### src/rtl/dp_sequencer.sv
// Data-processing instruction sequencer: IDLE -> DECODE -> EXEC -> PCINC control word generator.
// Define DP_SEQ_COND_EN to enable ARM condition-code evaluation; otherwise every instruction is AL.
module dp_sequencer #(
  parameter int unsigned PC_REG = 15
) (
  input  logic        Clk,
  input  logic        RESET,
  input  logic        ir_valid,
  output logic        ir_ready,
  input  logic [31:0] IR,
  input  logic [3:0]  FLAGS_OUT,
  output logic [3:0]  FLAGS,
  output logic [31:0] IR_OUT,
  output logic [19:0] RSLCT,
  output logic [4:0]  OP,
  output logic        S,
  output logic        ALU_OUT,
  output logic        LOAD,
  output logic        LOADPC,
  output logic        IR_CU,
  output logic        ir_undef,
  output logic        done
);

  typedef enum logic [1:0] {StIdle, StDecode, StExec, StPcinc} state_e;

  localparam logic [3:0] PcIdx  = 4'(PC_REG);
  localparam logic [4:0] OpInc4 = 5'd17;

  state_e      state_q, state_d;
  logic [31:0] ir_q, ir_d;
  logic [3:0]  flags_q, flags_d;
  logic        ready_q, ready_d;
  logic [19:0] rslct_q, rslct_d;
  logic [4:0]  op_q, op_d;
  logic        s_q, s_d, alu_q, alu_d, load_q, load_d, loadpc_q, loadpc_d;
  logic        ircu_q, ircu_d, undef_q, undef_d, done_q, done_d;

  logic accept, cond_pass, is_dp, nxt_test, nxt_rd_pc;

  assign accept = ir_valid & ready_q;
  assign ir_d   = accept ? IR : ir_q;
  assign is_dp  = (ir_q[27:26] == 2'b00);

`ifdef DP_SEQ_COND_EN
  function automatic logic cond_eval(input logic [3:0] cond, input logic [3:0] f);
    logic n, z, c, v;
    {n, z, c, v} = f;
    case (cond)
      4'h0:    cond_eval = z;
      4'h1:    cond_eval = !z;
      4'h2:    cond_eval = c;
      4'h3:    cond_eval = !c;
      4'h4:    cond_eval = n;
      4'h5:    cond_eval = !n;
      4'h6:    cond_eval = v;
      4'h7:    cond_eval = !v;
      4'h8:    cond_eval = c & !z;
      4'h9:    cond_eval = !c | z;
      4'hA:    cond_eval = (n == v);
      4'hB:    cond_eval = (n != v);
      4'hC:    cond_eval = !z & (n == v);
      4'hD:    cond_eval = z | (n != v);
      4'hE:    cond_eval = 1'b1;
      default: cond_eval = 1'b0;
    endcase
  endfunction

  assign cond_pass = cond_eval(ir_q[31:28], flags_q);
`else
  assign cond_pass = 1'b1;
`endif

  always_comb begin
    state_d = state_q;
    case (state_q)
      StIdle:   if (accept) state_d = StDecode;
      StDecode: state_d = (is_dp && cond_pass) ? StExec : StPcinc;
      StExec:   state_d = (ir_q[15:12] == PcIdx && ir_q[24:23] != 2'b10) ? StIdle : StPcinc;
      StPcinc:  state_d = StIdle;
      default:  state_d = StIdle;
    endcase
  end

  // Flags commit at the end of EXEC using the S value driven during that cycle.
  assign flags_d = (state_q == StExec && s_q) ? FLAGS_OUT : flags_q;

  // Outputs are registered, so they are decoded from the state being entered.
  assign nxt_test  = (ir_d[24:23] == 2'b10);
  assign nxt_rd_pc = (ir_d[15:12] == PcIdx);

  always_comb begin
    ready_d  = (state_d == StIdle);
    rslct_d  = 20'h0;
    op_d     = 5'h0;
    s_d      = 1'b0;
    alu_d    = 1'b0;
    load_d   = 1'b0;
    loadpc_d = 1'b0;
    ircu_d   = 1'b0;
    undef_d  = 1'b0;
    done_d   = 1'b0;
    unique case (state_d)
      StIdle: ;
      StDecode: begin
        ircu_d  = 1'b1;
        rslct_d = {4'h0, ir_d[15:12], ir_d[11:8], ir_d[3:0], ir_d[19:16]};
        op_d    = {1'b0, ir_d[24:21]};
        undef_d = (ir_d[27:26] != 2'b00);
      end
      StExec: begin
        ircu_d   = 1'b1;
        rslct_d  = {4'h0, ir_d[15:12], ir_d[11:8], ir_d[3:0], ir_d[19:16]};
        op_d     = {1'b0, ir_d[24:21]};
        alu_d    = 1'b1;
        s_d      = ir_d[20] | nxt_test;
        load_d   = !nxt_test;
        loadpc_d = nxt_rd_pc & !nxt_test;
        done_d   = nxt_rd_pc & !nxt_test;
      end
      StPcinc: begin
        ircu_d   = 1'b1;
        rslct_d  = {4'h0, PcIdx, 4'h0, 4'h0, PcIdx};
        op_d     = OpInc4;
        alu_d    = 1'b1;
        loadpc_d = 1'b1;
        done_d   = 1'b1;
      end
    endcase
  end

  always_ff @(posedge Clk or negedge RESET) begin
    if (!RESET) begin
      state_q  <= StIdle;
      ir_q     <= 32'h0;
      flags_q  <= 4'h0;
      ready_q  <= 1'b0;
      rslct_q  <= 20'h0;
      op_q     <= 5'h0;
      s_q      <= 1'b0;
      alu_q    <= 1'b0;
      load_q   <= 1'b0;
      loadpc_q <= 1'b0;
      ircu_q   <= 1'b0;
      undef_q  <= 1'b0;
      done_q   <= 1'b0;
    end else begin
      state_q  <= state_d;
      ir_q     <= ir_d;
      flags_q  <= flags_d;
      ready_q  <= ready_d;
      rslct_q  <= rslct_d;
      op_q     <= op_d;
      s_q      <= s_d;
      alu_q    <= alu_d;
      load_q   <= load_d;
      loadpc_q <= loadpc_d;
      ircu_q   <= ircu_d;
      undef_q  <= undef_d;
      done_q   <= done_d;
    end
  end

  assign ir_ready = ready_q;
  assign FLAGS    = flags_q;
  assign IR_OUT   = ir_q;
  assign RSLCT    = rslct_q;
  assign OP       = op_q;
  assign S        = s_q;
  assign ALU_OUT  = alu_q;
  assign LOAD     = load_q;
  assign LOADPC   = loadpc_q;
  assign IR_CU    = ircu_q;
  assign ir_undef = undef_q;
  assign done     = done_q;

endmodule

### config.mk
export PLATFORM = sky130hd
export DESIGN_NAME = dp_sequencer
export DESIGN_NICKNAME = d
export VERILOG_FILES = /design/src/rtl/dp_sequencer.sv
export SDC_FILE = /design/constraint.sdc
export NUM_CORES = 1
export LEC_CHECK = 0
export CAP_MARGIN = 10
export CORE_MARGIN = 4
export CORE_UTILIZATION = 40
export CTS_CLUSTER_DIAMETER = 50
export DETAILED_ROUTE_END_ITERATION = 10
export PLACE_DENSITY_LB_ADDON = 0.08
export SLEW_MARGIN = 0
export SYNTH_ARGS = -nofsm -noshare
export SYNTH_HDL_FRONTEND = slang
export SYNTH_SLANG_ARGS = --single-unit
### constraint.sdc
create_clock -name Clk -period 3.1 [get_ports Clk]
set_input_delay 0.62 -clock Clk [delete_from_list [all_inputs] [get_ports Clk]]
set_output_delay 0.62 -clock Clk [all_outputs]
set_load 0.005 [all_outputs]
### Word level (Yosys, flattened, before mapping)

Cells that the tools add are included.

* output and inout port bits: 69
* word-level logic and storage cells: 49
* bits of input ports: 39
* register bits: 70

* reductions and logical operators: 10
* equal/unequal tests: 10
* multiplexer cells: 13
* bitwise gates (word level): 3

Operators with widths (number)
* 16-bit case mux with 2 select lines: 1
* 28-bit two-way mux: 1
* 2-bit equality test (second input constant): 5
* 5-bit case mux with 2 select lines: 1
* 4-bit equality test (second input constant): 2
* 2-bit case mux with 4 select lines: 1
* 2-bit zero test: 3
* 1-bit two-way mux: 6
* 2-bit by 1-bit equality test with 1-bit output (second input constant): 2
* 2-bit two-way mux: 2
* 2-bit OR reduction: 2
* 3-bit OR reduction: 1
* 1-bit AND: 2
* 1-bit logical AND: 2
* 2-bit != test (second input constant): 1
* 1-bit case mux with 2 select lines: 1
* 2-bit nonzero test: 1
* 1-bit zero test: 1
* 1-bit OR: 1

### Depth between registers and ports, before layout

Gate-level depths: netlist (run 1).

* depth in word-level cells: 7
* depth in mapped cells: 9
* mapped depth without buffers: 6

### Least setup slack after synthesis (run 1)

Ideal clock, no wire load.

* kind: in2reg
* from: in ir_valid
* to: reg op_q[3] (netlist: OP[3])
* stages: 8
* setup slack: 0.755 ns
* arrival: 2.272 ns
* required time: 3.027 ns
* buffers on the path: 3
* cell sequence: nand2_4 buf_6 buf_6 o311a_1 ha_1 or2_2 buf_2 nor2b_1

* longest elaborated chain between the ends: 6
* elaborated cells between the ends (all ways): 9
* classes of those cells: eq/ne (3); mux (4); bitwise (1); reduce/logical (1)

RTL lines
* start, declared: line 8 `input logic ir_valid,`
* 1-bit AND (*): line 41 `assign accept = ir_valid & ready_q;`
* 2-bit two-way mux: line 77 `StIdle: if (accept) state_d = StDecode;`
* 2-bit case mux with 4 select lines: line 76 `case (state_q)`
* 2-bit equality test or 2-bit by 1-bit equality test with 1-bit output (tied branches): line 103 `unique case (state_d)`
* 2-bit OR reduction (no source line)
* 5-bit case mux with 2 select lines (*): line 103
* via op_d[3]: line 35 `logic [4:0] op_q, op_d;`
* end signal, assigned: line 153 `op_q <= op_d;`
* end, declared: line 35

The timed path passes the listed nets; every way through them passes the cells marked *.
A chain may end at the register's enable or synchronous reset.

### Final worst setup path (run 1)

* from: in ir_valid
* to: reg rslct_q[7] (netlist: RSLCT[7])

* longest elaborated chain between the ends: 6
* elaborated cells between the ends (all ways): 9
* classes of those cells: eq/ne (3); mux (4); bitwise (1); reduce/logical (1)

RTL lines
* 1-bit AND (*): line 41
* 2-bit two-way mux: line 77
* 2-bit case mux with 4 select lines: line 76
* 2-bit equality test or 2-bit by 1-bit equality test with 1-bit output (tied branches): line 103
* 2-bit OR reduction (no source line)
* 16-bit case mux with 2 select lines (*): line 103
* via rslct_d[7]: line 34 `logic [19:0] rslct_q, rslct_d;`
* end signal, assigned: line 152 `rslct_q <= rslct_d;`
* end, declared: line 34

Marks and branches as above.

==> impl_results.rst, run 1 <==
.. list-table::
   :header-rows: 1

   * - Metric
     - Value
   * - Outcome
     - finished, final reports clean
   * - # H-tree levels
     - 3
   * - HPWL after detailed placement
     - 4.45 mm
   * - Detailed Route WL
     - roughly 6 mm
   * - Sw Ratio
     - 0.306
   * - Largest cells by area after synthesis
     - dfrtp_1 (59%), mux2_4 (9.2%), mux2_2 (3.7%)
   * - Share of cells above drive strength 1
     - 0.201
   * - Count of yosys warnings during synthesis
     - 0
   * - Die extent in x
     - between 90 and 100 um
   * - Share of total power in sequential cells
     - 0.334
   * - Cell with the most instances after synthesis
     - dfrtp_1
   * - Via count of the first global-routing pass
     - approximately 2,000
   * - Buffer cell driving the clock tree root
     - clkbuf_8
   * - Standard cell core area
     - 0.00676 mm2
   * - Boundary pin count
     - 108
   * - Total setup violations reported at the end of the flow
     - 0
   * - Post-CTS Setup Bufs
     - 0
   * - Highest clock rate
     - ~420 MHz
   * - Share of Yosys cell area claimed by the top area cell type
     - 0.595
   * - CTS tree
     - done
   * - Worst relative slew slack
     - 0.482
   * - Number of diodes
     - 0
   * - Post-route minimum period
     - 2.39 ns
   * - Number of violations reported at the end of detailed-routing iteration 0
     - 31
   * - Cell internal power dissipation
     - 3.00 mW
   * - CP max FO
     - 11
   * - Count of nets left with antenna violations after detail routing
     - 0
   * - Synthesized area per cell
     - about 14 um2
   * - Core Rows
     - 30
   * - Overall routing resource usage
     - 0.153
   * - Final routed DRC violation total
     - 0
   * - Crit path DAT
     - 2.63 ns
   * - Dpl cells
     - about 370
   * - Largest net degree at the start of global routing
     - 36
   * - Worst Setup Start Kind
     - input pin
   * - PortBufs
     - between 100 and 150
   * - Capturing element type of the critical path
     - flip-flop
   * - Final Worst Setup Slack
     - approximately 0.71 ns
   * - Summed instance area of the synthesized netlist
     - 0.00278 mm2
   * - Gpl congestion
     - 0.753
   * - Worst-Skew Late Latency
     - between 0.3 and 0.4 ns
   * - Worst ir drop on vdd
     - 0.000544 V
   * - Fin nets
     - 349
   * - Clk buf depth
     - 2
   * - Maxcap violations
     - 0
   * - Setup TNS
     - 0 ns
   * - First-pass GRT wire length
     - 9.80 mm
   * - Reg clk slew, reported paths
     - around 0.07 ns
   * - Count of final max-slew check failures
     - 0
   * - Combinational group share of total power
     - 0.485
   * - Initial core utilization
     - 0.411
   * - Post-synthesis sequential area ratio
     - 0.595
   * - Worst Setup Path Type
     - input pin to flip-flop
   * - Primary flip-flop cell chosen by synthesis mapping
     - dfrtp_1
   * - Cts repair resizes
     - 0
   * - Setup WS pre-CTS
     - 0.330 ns
   * - Yosys cell types
     - 32
   * - Measured slew at the worst slew-check pin
     - a little under 0.8 ns
   * - Count of mapped cells out of synthesis
     - just under 200
   * - Sum of overflow across all layers after global routing
     - 0
   * - Fraction of the cycle the final worst path needs
     - 0.770
   * - Static Leak
     - 1.89 nW
   * - Die outline area
     - 0.00834 mm2
   * - Synthesis-to-finish area growth
     - 46.4%
   * - Cell taking the most area after synthesis
     - dfrtp_1
   * - Final setup skew
     - 0.00643 ns
   * - Power spent charging and discharging nets
     - between 1 and 1.5 mW
   * - Power per cell area
     - 1060 mW/mm2
   * - Synth async-reset ratio
     - 1.00
   * - Hold Vio Cnt, Final
     - 0
   * - Via density
     - about 4.8
   * - Via count
     - between 1,500 and 2,000
   * - Die H
     - roughly 91 um
   * - # clock sinks
     - 66
   * - Number of buffers added by the clock tree synthesis step
     - 9
   * - Final std cells w/o fill
     - just under 400
   * - Cell types with the highest counts after synthesis
     - dfrtp_1 (66), mux2_4 (17), nor2b_1 (12)
   * - Class of the tightest hold or removal check
     - input pin to async pin
   * - First-pass DRT Iterations
     - 4
   * - WL/cell
     - around 16 um
   * - Antenna violations before repair
     - 0
   * - Number of hold-repair buffers added at the cts stage
     - 0
   * - Data required, critical path
     - approximately 3.4 ns
   * - Setup repair after global routing missed its margin
     - false
   * - Share of power burned in the clock network
     - 0.181
   * - Total of flip-flops plus latches after synthesis
     - 66
   * - Number of enable flip-flop cells after synthesis
     - 0
cell type report:
type	instances	area [um2]
multi-input cells	117	1010
inverters	3	11.3
clock buffers	11	141
clock inverters	5	77.6
well taps	80	100
fillers	568	2690
flip-flops and latches	66	1650
repair buffers	107	1070
logic make-up after synthesis:
group | count (synthesis) | synth area share
DFF | 66 | 0.595
muxes | 28 | 0.136
buffers and inverters | 17 | 0.0442
AOI/OAI and AO/OA | 35 | 0.0892
other | 1 | 0.00135
and+or+nand+nor | 44 | 0.108
adders and majority gates | 6 | 0.0270
state kept, by name (all words and copies together) (netlist names):
register,cells
ALU_OUT,1
ir_undef,1
IR_OUT,32
done,1
RSLCT,16
FLAGS,4
state_q,2
OP,5
S,1
ir_ready,1
LOAD,1
IR_CU,1
placed cells by master, fill, tap and decap left out:
cell type        netlist  final
a21oi_1               10     10
nor2b_4                3      3
clkinv_2               0      2
buf_12                 0      1
and3_1                 9      9
o21bai_1               9      9
ha_1                   6      6
or2_2                 10     10
o21ai_1                1      1
mux2_4                17     17
and4b_1                1      1
a21boi_0              10     10
nand2b_1               1      1
nor2_1                 1      1
or2_1                  1      1
mux2_2                 9      9
clkinvlp_4             0      1
nand2_4                1      1
inv_1                  2      2
buf_2                  2      1
o21ai_0                1      1
clkinv_1               1      1
and2_1                 1      1
nor2b_1               12     12
nand4_1                2      2
conb_1                 1      4
bufinv_16              0      2
mux2i_1                2      2
clkbuf_1               2      1
nand2_1                2      2
a31o_2                 1      1
dfrtp_1               66     66
o311a_1                2      2
clkdlybuf4s50_1        0    102
o311ai_2               1      1
clkbuf_8               0     10
buf_4                  5      3
path summary, 6_finish.rpt:
| kind | from | slack, ns | cells after the start | to |
|---|---|---|---|---|
| min | RESET | 0.37 | 1 | FLAGS[3] |
| min in group Clk | FLAGS[3] | 0.51 | 1 | FLAGS[3] |
| max reg2reg | IR_OUT[15] | 0.89 | 6 | RSLCT[7] |
| max in group asynchronous | RESET | 2.10 | 2 | IR_OUT[24] |
| max | ir_valid | 0.71 | 6 | RSLCT[7] |
| min reg2reg | FLAGS[3] | 0.51 | 1 | FLAGS[3] |
power groups by stage:
stage          registers, mW  logic (mW)  clock network, mW
6_report                1.44        2.09              0.781
5_1_grt                 1.50        2.29              0.841
4_1_cts                 1.45        2.14              0.799
3_5_place_dp            1.45        2.13                  0
3_3_place_gp            1.45        2.11                  0
2_1_floorplan           1.47        1.11                  0
worst max-delay path, stage by stage:
cell and delay [ns]:
clkdlybuf4s50_1 0.52, nand2_4 0.07, o311a_1 0.33, ha_1 0.44, or2_2 0.48, nor2b_1 0.18
through the flow:
| step | util | hold WS, ns | instance area (um2) | total power [mW] |
|---|---|---|---|---|
| global route | 0.601 | 0.413 | 4060 | 4.63 |
| floorplan | - | 0.324 | 2790 | 2.58 |
| global placement | 0.569 | 0.488 | 3840 | 3.56 |
| finish | 0.601 | 0.365 | 4060 | 4.32 |
| CTS | 0.601 | 0.379 | 4060 | 4.39 |
| detailed placement | 0.569 | 0.491 | 3840 | 3.58 |
per-layer routing:
metal | up-vias | GRT usage | routed length [um]
met1 | 896 | 0.199 | 2780
met3 | 10 | 0.0389 | 321
met5 | - | 0 | 0
met2 | 61 | 0.239 | 2890
li1 | 885 | - | -
met4 | 0 | 0.0716 | 87
(Power assumes the default switching activity.)
==> run 2, diff against run 1 <==
Clock period 3.1 ns to 2.3 ns, I/O delays scaled along.
==> run 2 against run 1 <==
Power rose by 40%. Global-route usage rose by 0.22 points. First-iteration DRC count rose by 71%. Critical path type is now flip-flop to flip-flop. Sequential power rose by 35%. Largest power group unchanged. Critical path depth did not move. Wire length fell by 0.66%. Utilization rose by 1.1 points.
==> impl_results.rst, run 2 (synthesis gave the netlist of run 1 again) <==
.. list-table::
   :header-rows: 1

   * - Metric
     - Value
   * - Hold Vio Cnt, Final
     - 0
   * - Setup TNS
     - 0 ns
   * - Number of diodes
     - 0
   * - Sum of overflow across all layers after global routing
     - 0
   * - Worst Setup Start Kind
     - flip-flop
   * - Via count of the first global-routing pass
     - roughly 2,000
   * - Class of the tightest hold or removal check
     - input pin to async pin
   * - Count of nets left with antenna violations after detail routing
     - 0
   * - Multi-input gate area
     - just over 0.001 mm2
   * - Outcome
     - finished, final reports clean
   * - First-pass DRT Iterations
     - 5
   * - Data required, critical path
     - between 2 and 3 ns
   * - Share of cells above drive strength 1
     - 0.222
   * - Global routing usage on met3
     - 0.0472
   * - Die H
     - about 91 um
   * - WL/cell
     - 15.3 um
   * - CP max FO
     - 11
   * - Fraction of the cycle the final worst path needs
     - 0.895
   * - Total setup violations reported at the end of the flow
     - 0
   * - Clk buf depth
     - 2
   * - Antenna violations before repair
     - 0
   * - Core Rows
     - 30
   * - Post-CTS Setup Bufs
     - 0
   * - Worst Setup Path Type
     - flip-flop to flip-flop
   * - Fin nets
     - roughly 360
   * - Largest net degree at the start of global routing
     - between 60 and 70
   * - Maxcap violations
     - 0
   * - Initial core utilization
     - 0.411
   * - Number of cells on the worst reg-to-reg path
     - 6
   * - Boundary pin count
     - roughly 110
   * - Highest clock rate
     - about 490 MHz
   * - Static Leak
     - 1.92 nW
   * - Sequential cell area
     - about 0.0017 mm2
   * - Number of flip-flops under the largest register name
     - 32
   * - Die outline area
     - ~0.0083 mm2
   * - First-pass GRT wire length
     - around 10 mm
   * - Setup WS pre-CTS
     - -0.100 ns
   * - Worst-Skew Late Latency
     - about 0.34 ns
   * - Grt peak-use layer
     - met2
   * - Final setup skew
     - 0.00770 ns
   * - Number of buffers added by the clock tree synthesis step
     - 9
   * - Fraction of the core area covered by cells at the end of the flow
     - 0.613
   * - CTS tree
     - done
   * - Post-route minimum period
     - 2.06 ns
   * - Final std cells w/o fill
     - around 400
   * - Buffer cell driving the clock tree root
     - clkbuf_8
   * - Synthesis-to-finish area growth
     - 49.1%
   * - Via density
     - around 4.7
   * - Final routed DRC violation total
     - 0
   * - # H-tree levels
     - 3
   * - Dpl cells
     - 380
   * - Global routing usage on met2
     - 0.235
   * - Gpl congestion
     - 0.757
   * - Reg2reg setup slack
     - between 0.2 and 0.25 ns
   * - HPWL after detailed placement
     - about 4.3 mm
   * - Power per cell area
     - 1470 mW/mm2
   * - Most common library cell in the layout ignoring fill and taps
     - clkdlybuf4s50_1
   * - Worst slack on hold paths
     - approximately 0.14 ns
   * - Detailed Route WL
     - 6.04 mm
   * - Number of violations reported at the end of detailed-routing iteration 0
     - 53
   * - Global routing met1 resource utilization
     - 0.208
   * - Highest-count cells in the layout ignoring fill and taps
     - clkdlybuf4s50_1 (102), dfrtp_1 (66), mux2_4 (17)
   * - Reg clk slew, reported paths
     - 0.07 ns
   * - Final Worst Setup Slack
     - around 0.24 ns
   * - Number of hold-repair buffers added at the cts stage
     - 0
   * - Worst ir drop on vdd
     - roughly 0.0008 V
   * - PortBufs
     - 103
   * - # clock sinks
     - between 60 and 70
   * - Count of final max-slew check failures
     - 0
   * - Overall routing resource usage
     - 0.155
   * - Crit path DAT
     - ~2.3 ns
   * - Cts repair resizes
     - 0
   * - Die extent in x
     - 91.3 um
   * - Setup repair after global routing missed its margin
     - false
   * - Fillcell total
     - ~550
   * - Via count
     - between 1,500 and 2,000
   * - Capturing element type of the critical path
     - flip-flop
   * - Standard cell core area
     - 0.00676 mm2
## run 2: layer usage
| metal | routed length, um | vias to the layer above |
|---|---|---|
| met5 | 0 | - |
| li1 | - | 895 |
| met3 | 368 | 9 |
| met4 | 61 | 0 |
| met2 | 2910 | 65 |
| met1 | 2700 | 910 |
## run 2: area by class of cell
type,count,area share
clock buffer,9,0.0299
clock inverter,7,0.0284
inverter,3,0.00272
multi-input combinational,117,0.245
sequential,66,0.399
tap,80,0.0242
timing repair buffer,114,0.271
## run 2: worst paths after layout
path                             from        end
min                             RESET   FLAGS[3]
min reg2reg                 IR_OUT[7]  IR_OUT[7]
max reg2reg                IR_OUT[15]   RSLCT[6]
min in group Clk            IR_OUT[7]  IR_OUT[7]
max in group asynchronous       RESET  IR_OUT[7]
max                        IR_OUT[15]   RSLCT[6]
## run 2: through the flow
stage	power, mW	instance area [um2]
finish	6.06	4140
global placement	4.94	3900
CTS	6.16	4140
floorplan	3.48	2790
global route	6.52	4140
detailed placement	4.95	3900
## run 2: report_power, final
group	internal, mW	switching (mW)
logic	1.82	1.13
clock network	0.717	0.446
registers	1.69	0.258
## run 2: worst max-delay path, cell delays in order (launching register included)
cell	delay (ns)
dfrtp_1	0.37
nand4_1	0.14
o21ai_1	0.32
o311a_1	0.28
ha_1	0.26
or2_2	0.44
nor2b_1	0.16
